===== src/rtl/adbg_or1k_pkg.sv =====
// Shared constants and types for the or1k debug-module control shifter.
package adbg_or1k_pkg;

  localparam int unsigned HDR_W = 5;

  localparam logic [3:0] OpNop     = 4'h0;
  localparam logic [3:0] OpIregWr  = 4'h9;
  localparam logic [3:0] OpIregSel = 4'hD;

  typedef enum logic [1:0] {
    StIdle,
    StHdr,
    StWdata,
    StFull
  } state_e;

endpackage


===== src/rtl/adbg_or1k_ctrl_shifter.sv =====
// JTAG DR shifter for the or1k stall-control register: decodes a short command frame,
// issues single-cycle writes and serialises the control word plus sticky error on readback.
module adbg_or1k_ctrl_shifter
  import adbg_or1k_pkg::*;
#(
  parameter int unsigned NB_CORES = 4
) (
  input  logic                tck_i,
  input  logic                tlr_i,
  input  logic                module_select_i,
  input  logic                capture_dr_i,
  input  logic                shift_dr_i,
  input  logic                update_dr_i,
  input  logic                tdi_i,
  output logic                tdo_o,
  input  logic [NB_CORES-1:0] ctrl_reg_i,
  output logic                we_o,
  output logic [NB_CORES-1:0] data_o
);

  localparam int unsigned CntMax = HDR_W + NB_CORES;
  localparam int unsigned CntW   = $clog2(CntMax + 1);

  state_e              state_q;
  logic [CntW-1:0]     cnt_q;
  logic [CntW-1:0]     cnt_nxt;
  logic [HDR_W-1:0]    hdr_q;
  logic [NB_CORES-1:0] wdat_q;
  logic [NB_CORES:0]   out_sr_q;
  logic                err_q;
  logic                rd_armed_q;
  logic                we_q;
  logic [NB_CORES-1:0] data_q;

  always_comb begin
    cnt_nxt = cnt_q;
    if (cnt_q != CntW'(CntMax)) begin
      cnt_nxt = cnt_q + 1'b1;
    end
  end

  always_ff @(posedge tck_i or posedge tlr_i) begin
    if (tlr_i) begin
      state_q    <= StIdle;
      cnt_q      <= '0;
      hdr_q      <= '0;
      wdat_q     <= '0;
      out_sr_q   <= '0;
      err_q      <= 1'b0;
      rd_armed_q <= 1'b0;
      we_q       <= 1'b0;
      data_q     <= '0;
    end else begin
      we_q <= 1'b0;
      if (capture_dr_i) begin
        state_q <= StHdr;
        cnt_q   <= '0;
        // Cleared so an empty frame never looks like a top-level select.
        hdr_q   <= '0;
        if (module_select_i && rd_armed_q) begin
          out_sr_q   <= {ctrl_reg_i, err_q};
          err_q      <= 1'b0;
          rd_armed_q <= 1'b0;
        end else begin
          out_sr_q <= '0;
        end
      end else if (shift_dr_i) begin
        if (module_select_i) begin
          for (int unsigned i = 0; i < HDR_W; i++) begin
            if (cnt_q == CntW'(i)) hdr_q[i] <= tdi_i;
          end
          for (int unsigned i = 0; i < NB_CORES; i++) begin
            if (cnt_q == CntW'(HDR_W + i)) wdat_q[i] <= tdi_i;
          end
          cnt_q    <= cnt_nxt;
          out_sr_q <= {1'b0, out_sr_q[NB_CORES:1]};
          if (cnt_nxt < CntW'(HDR_W)) begin
            state_q <= StHdr;
          end else if (cnt_nxt < CntW'(CntMax)) begin
            state_q <= StWdata;
          end else begin
            state_q <= StFull;
          end
        end
      end else if (update_dr_i) begin
        state_q <= StIdle;
        if (module_select_i && !hdr_q[0]) begin
          if (cnt_q < CntW'(HDR_W)) begin
            err_q <= 1'b1;
          end else begin
            case (hdr_q[4:1])
              OpIregWr: begin
                if (state_q == StFull) begin
                  we_q   <= 1'b1;
                  data_q <= wdat_q;
                end else begin
                  err_q <= 1'b1;
                end
              end
              OpIregSel: rd_armed_q <= 1'b1;
              OpNop:     ;
              default:   err_q <= 1'b1;
            endcase
          end
        end
      end
    end
  end

  assign tdo_o  = out_sr_q[0];
  assign we_o   = we_q;
  assign data_o = data_q;

endmodule


===== config.mk =====
export PLATFORM = sky130hd
export DESIGN_NAME = adbg_or1k_ctrl_shifter
export DESIGN_NICKNAME = d
export VERILOG_FILES = /design/src/rtl/adbg_or1k_pkg.sv /design/src/rtl/adbg_or1k_ctrl_shifter.sv
export SDC_FILE = /design/constraint.sdc
export NUM_CORES = 1
export LEC_CHECK = 0
export ABC_AREA = 1
export CORE_MARGIN = 2
export CORE_UTILIZATION = 45
export DETAILED_ROUTE_END_ITERATION = 6
export PLACE_DENSITY = 0.71
export SYNTH_ARGS = -nofsm -noshare
export SYNTH_HDL_FRONTEND = slang
export SYNTH_SLANG_ARGS = --single-unit

===== constraint.sdc =====
create_clock -name tck_i -period 3.8 [get_ports tck_i]
set_clock_uncertainty 0.05 [all_clocks]
set_input_delay 0.76 -clock tck_i [delete_from_list [all_inputs] [get_ports tck_i]]
set_output_delay 0.76 -clock tck_i [all_outputs]
set_load 0.02 [all_outputs]

# [Word-level counts from Yosys, hierarchy flattened]
# Cells that the tools add are included.
# Widths: inputs -> output; s select.
[op_classes] addsub=1 mul=0 div=0 magnitude_cmp=3 n_eq_ne=18 shift=0 n_mux=43 bitwise_logic=3 reduce_logical=31
[ops] operator="$mux 5" count=7
[ops] operator="$mux 1" count=26
[ops] operator="$reduce_bool 2->1" count=10
[ops] operator="$eq 4x3->1 const B" count=4
[ops] operator="$mux 4" count=4
[ops] operator="$reduce_and 4->1" count=4
[ops] operator="$reduce_and 3->1" count=5
[ops] operator="$eq 4x4->1 const B" count=3
[ops] operator="$reduce_and 6->1" count=2
[ops] operator="$mux 2" count=5
[ops] operator="$eq 4x2->1 const B" count=2
[ops] operator="$logic_not 4->1" count=2
[ops] operator="$lt 4x3->1 const B" count=2
[ops] operator="$ne 4x4->1 const B" count=2
[ops] operator="$reduce_and 7->1" count=1
[ops] operator="$add 4x1->4 const B" count=1
[ops] operator="$eq 4x1->1 const B" count=1
[ops] operator="$lt 4x4->1 const B" count=1
[ops] operator="$ne 2x2->1 const B" count=2
[ops] operator="$reduce_and 2->1" count=2
[ops] operator="$ne 3x1->1 const B" count=1
[ops] operator="$ne 3x3->1 const B" count=1
[ops] operator="$not 1->1" count=3
[ops] operator="$reduce_bool 3->1" count=1
[ops] operator="6 further kinds" count=7
[totals] register_bits=27 latch_bits=0 ramBits=0 romBits=0 input_bits=11 wordCells=115 n_memories=0

# [Logic depth before layout (Yosys ltp)]
[logic_depth] ltp_word=8 ltp_mapped=11

# [Least setup slack after synthesis]
# No wires, ideal clock.
[synth_path] kind="input -> register" from="input capture_dr_i" to="register err_q" setup_ps=77 t_arrival_ps=1450 required_time_ps=3673 slack_ps=2222 stages=8 cell_sequence="buf_4 > inv_4 > nand3_2 > a21oi_2 > inv_1 > nor2_1 > nand2_1 > a21oi_1"
[synth_between] elab_chain_cells=2 elab_cells_between_ends=8 classes_between="eq/ne (4); mux (1); reduce/logical (3)"
[synth_rtl] element="start: declaration" line="adbg_or1k_ctrl_shifter.sv:11" source="input logic capture_dr_i,"
[synth_rtl] element="$ne 4x4->1 (no source line) (tied with other cells)"
[synth_rtl] element="$reduce_and 6->1 (no source line)"
[synth_rtl] element="end signal: assignment" line="adbg_or1k_ctrl_shifter.sv:49" source="err_q <= 1'b0;"
[synth_rtl] element="end signal: assignment" line="adbg_or1k_ctrl_shifter.sv:62" source="err_q <= 1'b0;"
[synth_rtl] element="end signal: assignment" line="adbg_or1k_ctrl_shifter.sv:89" source="err_q <= 1'b1;"
[synth_rtl] element="end: declaration" line="adbg_or1k_ctrl_shifter.sv:30" source="logic err_q;"
# Several ways; a longest one is shown, not always the timed one.
# A chain may end at the register's enable or synchronous reset.

# [Final worst setup path]
[layout_path] from="register data_q[3], in the netlist data_o[3]" to="output data_o[3]"
[layout_lines] element="start: declaration" line="adbg_or1k_ctrl_shifter.sv:33" source="logic [NB_CORES-1:0] data_q;"
[layout_lines] element="start signal: assignment" line="adbg_or1k_ctrl_shifter.sv:95" source="data_q <= wdat_q;"
[layout_lines] element="end: declaration" line="adbg_or1k_ctrl_shifter.sv:18" source="output logic [NB_CORES-1:0] data_o"
# No word-level cell between the ends.

==> flow_summary.html <==
<table>
<tr><th>Metric</th><th>Value</th></tr>
<tr><th colspan="2">Power and ir drop</th></tr>
<tr><td>Leakage Power</td><td>0.809 nW</td></tr>
<tr><td>PnR Total Power</td><td>0.000481 W</td></tr>
<tr><td>VDD IR max</td><td>0.000260 V</td></tr>
<tr><td>Power density normalized to cell area</td><td>290 nW/µm²</td></tr>
<tr><th colspan="2">Logic synthesis</th></tr>
<tr><td>Synth Area in Compound Gates</td><td>14.0%</td></tr>
<tr><td>Synth async-reset ratio</td><td>100%</td></tr>
<tr><td>Main combinational cell family by area after synthesis</td><td>simple AND/OR/NAND/NOR gates</td></tr>
<tr><td>Parity-gate share of the synthesized area counting xor and xnor cells</td><td>1.22%</td></tr>
<tr><td>Number of standard cells after synthesis</td><td>171</td></tr>
<tr><td>Number of distinct standard cells referenced by the synthesized netlist</td><td>29</td></tr>
<tr><td>Register bit count reported by yosys</td><td>27</td></tr>
<tr><td>Area share of the leading cell type in the synthesized netlist</td><td>47.1%</td></tr>
<tr><td>Number of enable flip-flop cells after synthesis</td><td>0</td></tr>
<tr><td>Library cell with the largest summed area after synthesis</td><td>sky130_fd_sc_hd__dfrtp_1</td></tr>
<tr><td>Post-synthesis sequential area ratio</td><td>47.1%</td></tr>
<tr><td>Ys Warns</td><td>0</td></tr>
<tr><td>Dominant register cell in the synthesized netlist</td><td>sky130_fd_sc_hd__dfrtp_1</td></tr>
<tr><td>Fraction of the mapped netlist area in adder cells</td><td>3.49%</td></tr>
<tr><td>Basic-gate share of the synthesized area counting and, or, nand and nor cells</td><td>24.5%</td></tr>
<tr><td>Avg Inst Size Synth</td><td>8.39 µm²</td></tr>
<tr><td>Cell with the most instances after synthesis</td><td>sky130_fd_sc_hd__nand2_1</td></tr>
<tr><td>Commonest cells in the netlist</td><td>sky130_fd_sc_hd__nand2_1 (43), sky130_fd_sc_hd__dfrtp_1 (27), sky130_fd_sc_hd__inv_1 (23)</td></tr>
<tr><td>Leading cell types by total area after synthesis</td><td>sky130_fd_sc_hd__dfrtp_1 (47%), sky130_fd_sc_hd__nand2_1 (11%), sky130_fd_sc_hd__inv_1 (6.0%)</td></tr>
<tr><td>Syn Nets</td><td>186</td></tr>
<tr><td>Post-Syn Area</td><td>1430 µm²</td></tr>
<tr><td>Mux cell area share after synthesis</td><td>0.698%</td></tr>
<tr><th colspan="2">Cells and area</th></tr>
<tr><td>Fraction of final layout cells sized beyond drive strength 1</td><td>9.52%</td></tr>
<tr><td>Final net count</td><td>205</td></tr>
<tr><td>Number of inserted diodes</td><td>0</td></tr>
<tr><td>Layout area overhead</td><td>15.8%</td></tr>
<tr><th colspan="2">Worst setup path</th></tr>
<tr><td>Critical Path Sink Type</td><td>output pin</td></tr>
<tr><td>Ordered cell list for the critical path</td><td>clkdlybuf4s50_1</td></tr>
<tr><td>Data arrival time at the worst-slack endpoint</td><td>1320 ps</td></tr>
<tr><td>Number of buffer and inverter instances along the worst setup path</td><td>1</td></tr>
<tr><td>Top delay family on crit path</td><td>buffers and inverters</td></tr>
<tr><td>Worst stage delay on the critical path</td><td>610 ps</td></tr>
<tr><td>Required time of the critical path</td><td>2990 ps</td></tr>
<tr><td>Type of the worst setup path</td><td>reg -&gt; out</td></tr>
<tr><td>Biggest fanout along the worst timing path</td><td>2</td></tr>
<tr><td>Type of origin of the critical path</td><td>flop</td></tr>
<tr><td>Slowest-stage cell, CP</td><td>sky130_fd_sc_hd__clkdlybuf4s50_1</td></tr>
<tr><th colspan="2">Detailed routing</th></tr>
<tr><td>Average wire per standard cell</td><td>11.8 µm</td></tr>
<tr><td>Via density per instance</td><td>5.04</td></tr>
<tr><td>Post-route DRC</td><td>0</td></tr>
<tr><td>Pre-antenna DRT Iters</td><td>4</td></tr>
<tr><td>Drt initial violations</td><td>45</td></tr>
<tr><td>Via count</td><td>1,175</td></tr>
<tr><td>Number of routed nets with antenna violations</td><td>0</td></tr>
<tr><td>Detailed-route wire length</td><td>2760 µm</td></tr>
<tr><th colspan="2">Clocking</th></tr>
<tr><td>Clk slew on worst S/H paths</td><td>150 ps</td></tr>
<tr><td>Hold-fix buffer count after cts</td><td>0</td></tr>
<tr><td>Count of cells resized by post-cts repair</td><td>0</td></tr>
<tr><td>H-Tree Depth</td><td>1</td></tr>
<tr><td>Max Root-Sink Buffers</td><td>2</td></tr>
<tr><td>Sink Count</td><td>27</td></tr>
<tr><td>Worst-skew pair later-pin latency</td><td>330 ps</td></tr>
<tr><td>Post-CTS Setup Repair Bufs</td><td>0</td></tr>
<tr><td>TritonCTS clock tree</td><td>yes</td></tr>
<tr><td>Cts bufs inserted</td><td>3</td></tr>
<tr><td>Cell at the root of the clock tree</td><td>sky130_fd_sc_hd__clkbuf_4</td></tr>
<tr><th colspan="2">Global routing</th></tr>
<tr><td>Total global routing overflow</td><td>0</td></tr>
<tr><td>Pin count of the biggest net entering global routing</td><td>28</td></tr>
<tr><td>Global-route wire length before repair</td><td>4810 µm</td></tr>
<tr><td>Initial antenna violation count</td><td>0</td></tr>
<tr><td>Total global-route track usage</td><td>17.6%</td></tr>
<tr><td>Number of global-route vias before repair</td><td>1,109</td></tr>
<tr><th colspan="2">Timing</th></tr>
<tr><td>Fmax</td><td>0.470 GHz</td></tr>
<tr><td>Unrepaired setup endpoints after global routing</td><td>false</td></tr>
<tr><td>Count of endpoints failing hold in the final timing report</td><td>0</td></tr>
<tr><td>Share of the cycle needed by the critical path after routing</td><td>56.0%</td></tr>
<tr><td>Max Slew Vio Count</td><td>0</td></tr>
<tr><td>Setup violators final</td><td>0</td></tr>
<tr><td>Headroom to the max-slew limit</td><td>35.8%</td></tr>
<tr><td>Slew at the pin with the worst max-slew slack</td><td>962 ps</td></tr>
<tr><td>Post-Route Setup TNS</td><td>0 ps</td></tr>
<tr><td>Min Clock Period, post-route</td><td>2130 ps</td></tr>
<tr><th colspan="2">Die</th></tr>
<tr><td>Starting density of the core</td><td>47.0%</td></tr>
<tr><td>Ports placed on the boundary</td><td>17</td></tr>
<tr><td>Die X-Extent</td><td>60.5 µm</td></tr>
<tr><td>Die area</td><td>3650 µm²</td></tr>
<tr><td>Die Y</td><td>60.5 µm</td></tr>
<tr><td>Row count</td><td>20</td></tr>
<tr><td>Core region area</td><td>3050 µm²</td></tr>
<tr><th colspan="2">Outcome</th></tr>
<tr><td>Status</td><td>completed</td></tr>
<tr><th colspan="2">Flow run</th></tr>
<tr><td>Max_cap viols</td><td>0</td></tr>
<tr><th colspan="2">Min path</th></tr>
<tr><td>Worst min-delay path category</td><td>reg -&gt; reg</td></tr>
<tr><th colspan="2">Placement</th></tr>
<tr><td>HPWL reported at the end of detailed placement</td><td>2190 µm</td></tr>
<tr><td>Placer congestion estimate</td><td>1.02</td></tr>
<tr><td>I/O Buffers</td><td>16</td></tr>
</table>
==> path summary, 6_finish.rpt <==
check / endpoint / cells past startpoint / slack, ps / start
worst max-delay path: data_o[3] / 1 / 1670 / data_o[3]
worst min-delay path: data_o[2] / 2 / 450 / wdat_q[2]
worst max register to register: state_q[0] / 11 / 2180 / cnt_q[1]
worst min register to register: data_o[2] / 2 / 450 / wdat_q[2]
max in group asynchronous: state_q[0] / 2 / 2240 / tlr_i
min in group asynchronous: out_sr_q[1] / 2 / 880 / tlr_i
==> cell type report <==
type                    instances  area, µm²
fillers                       286       1390
flip-flops and latches         27        676
multi-input cells             115        631
repair buffers                 16        160
inverters                      27        109
well taps                      44       55.1
clock buffers                   3       22.5
clock inverters                 1       7.51
==> through the flow <==
stage / util (%) / worst slack [ps] / cell area (µm²) / hold WS (ps) / instances
finish: 54.4 / 1670 / 1660 / 447 / 233
floorplan: - / 2220 / 1430 / 392 / 171
detailed placement: 53.4 / 1530 / 1630 / 414 / 229
CTS: 54.4 / 1660 / 1660 / 450 / 233
global placement: 53.4 / 1600 / 1630 / 411 / 229
global route: 54.4 / 1610 / 1660 / 477 / 233
==> sequential cells by signal, summed over array words and instances, names as in the netlist <==
name / flops
data_o: 4
wdat_q: 4
rd_armed_q: 1
cnt_q: 4
we_o: 1
err_q: 1
out_sr_q: 5
state_q: 2
hdr_q: 5
==> placed cells by master, fill, tap and decap left out, types with 4 or more instances in the layout <==
master / instances
sky130_fd_sc_hd__nor2_1: 10
sky130_fd_sc_hd__nand2_1: 43
sky130_fd_sc_hd__inv_1: 23
sky130_fd_sc_hd__clkdlybuf4s50_1: 16
sky130_fd_sc_hd__dfrtp_1: 27
sky130_fd_sc_hd__o22ai_1: 5
sky130_fd_sc_hd__ha_1: 4
sky130_fd_sc_hd__nand3_1: 10
sky130_fd_sc_hd__a22oi_1: 4
sky130_fd_sc_hd__a21oi_1: 4
sky130_fd_sc_hd__o21ai_0: 12
==> kinds of logic (layout without fill, tap and decap cells) <==
logic type	after synthesis	in the layout
AOI/OAI and AO/OA	33	33
xor gates and xnor gates	2	2
adders and majority gates	4	4
buffers and inverters	29	47
DFF	27	27
muxes	1	1
and+or+nand+nor	75	75
==> per-layer routing <==
| metal | part of all wire (%) | global-route usage (%) |
|---|---|---|
| met1 | 48 | 24.0 |
| met2 | 47 | 28.3 |
| met3 | 3.7 | 4.26 |
| met4 | 1.3 | 5.28 |
| met5 | 0 | 0 |
==> power by group <==
part / switching, W / internal [W] / leakage (nW)
Clock: 0.0000873 / 0.0000403 / 0.0139
Sequential: 0.00000420 / 0.000293 / 0.365
Combinational: 0.0000352 / 0.0000207 / 0.430
(Power assumes the default switching activity.)
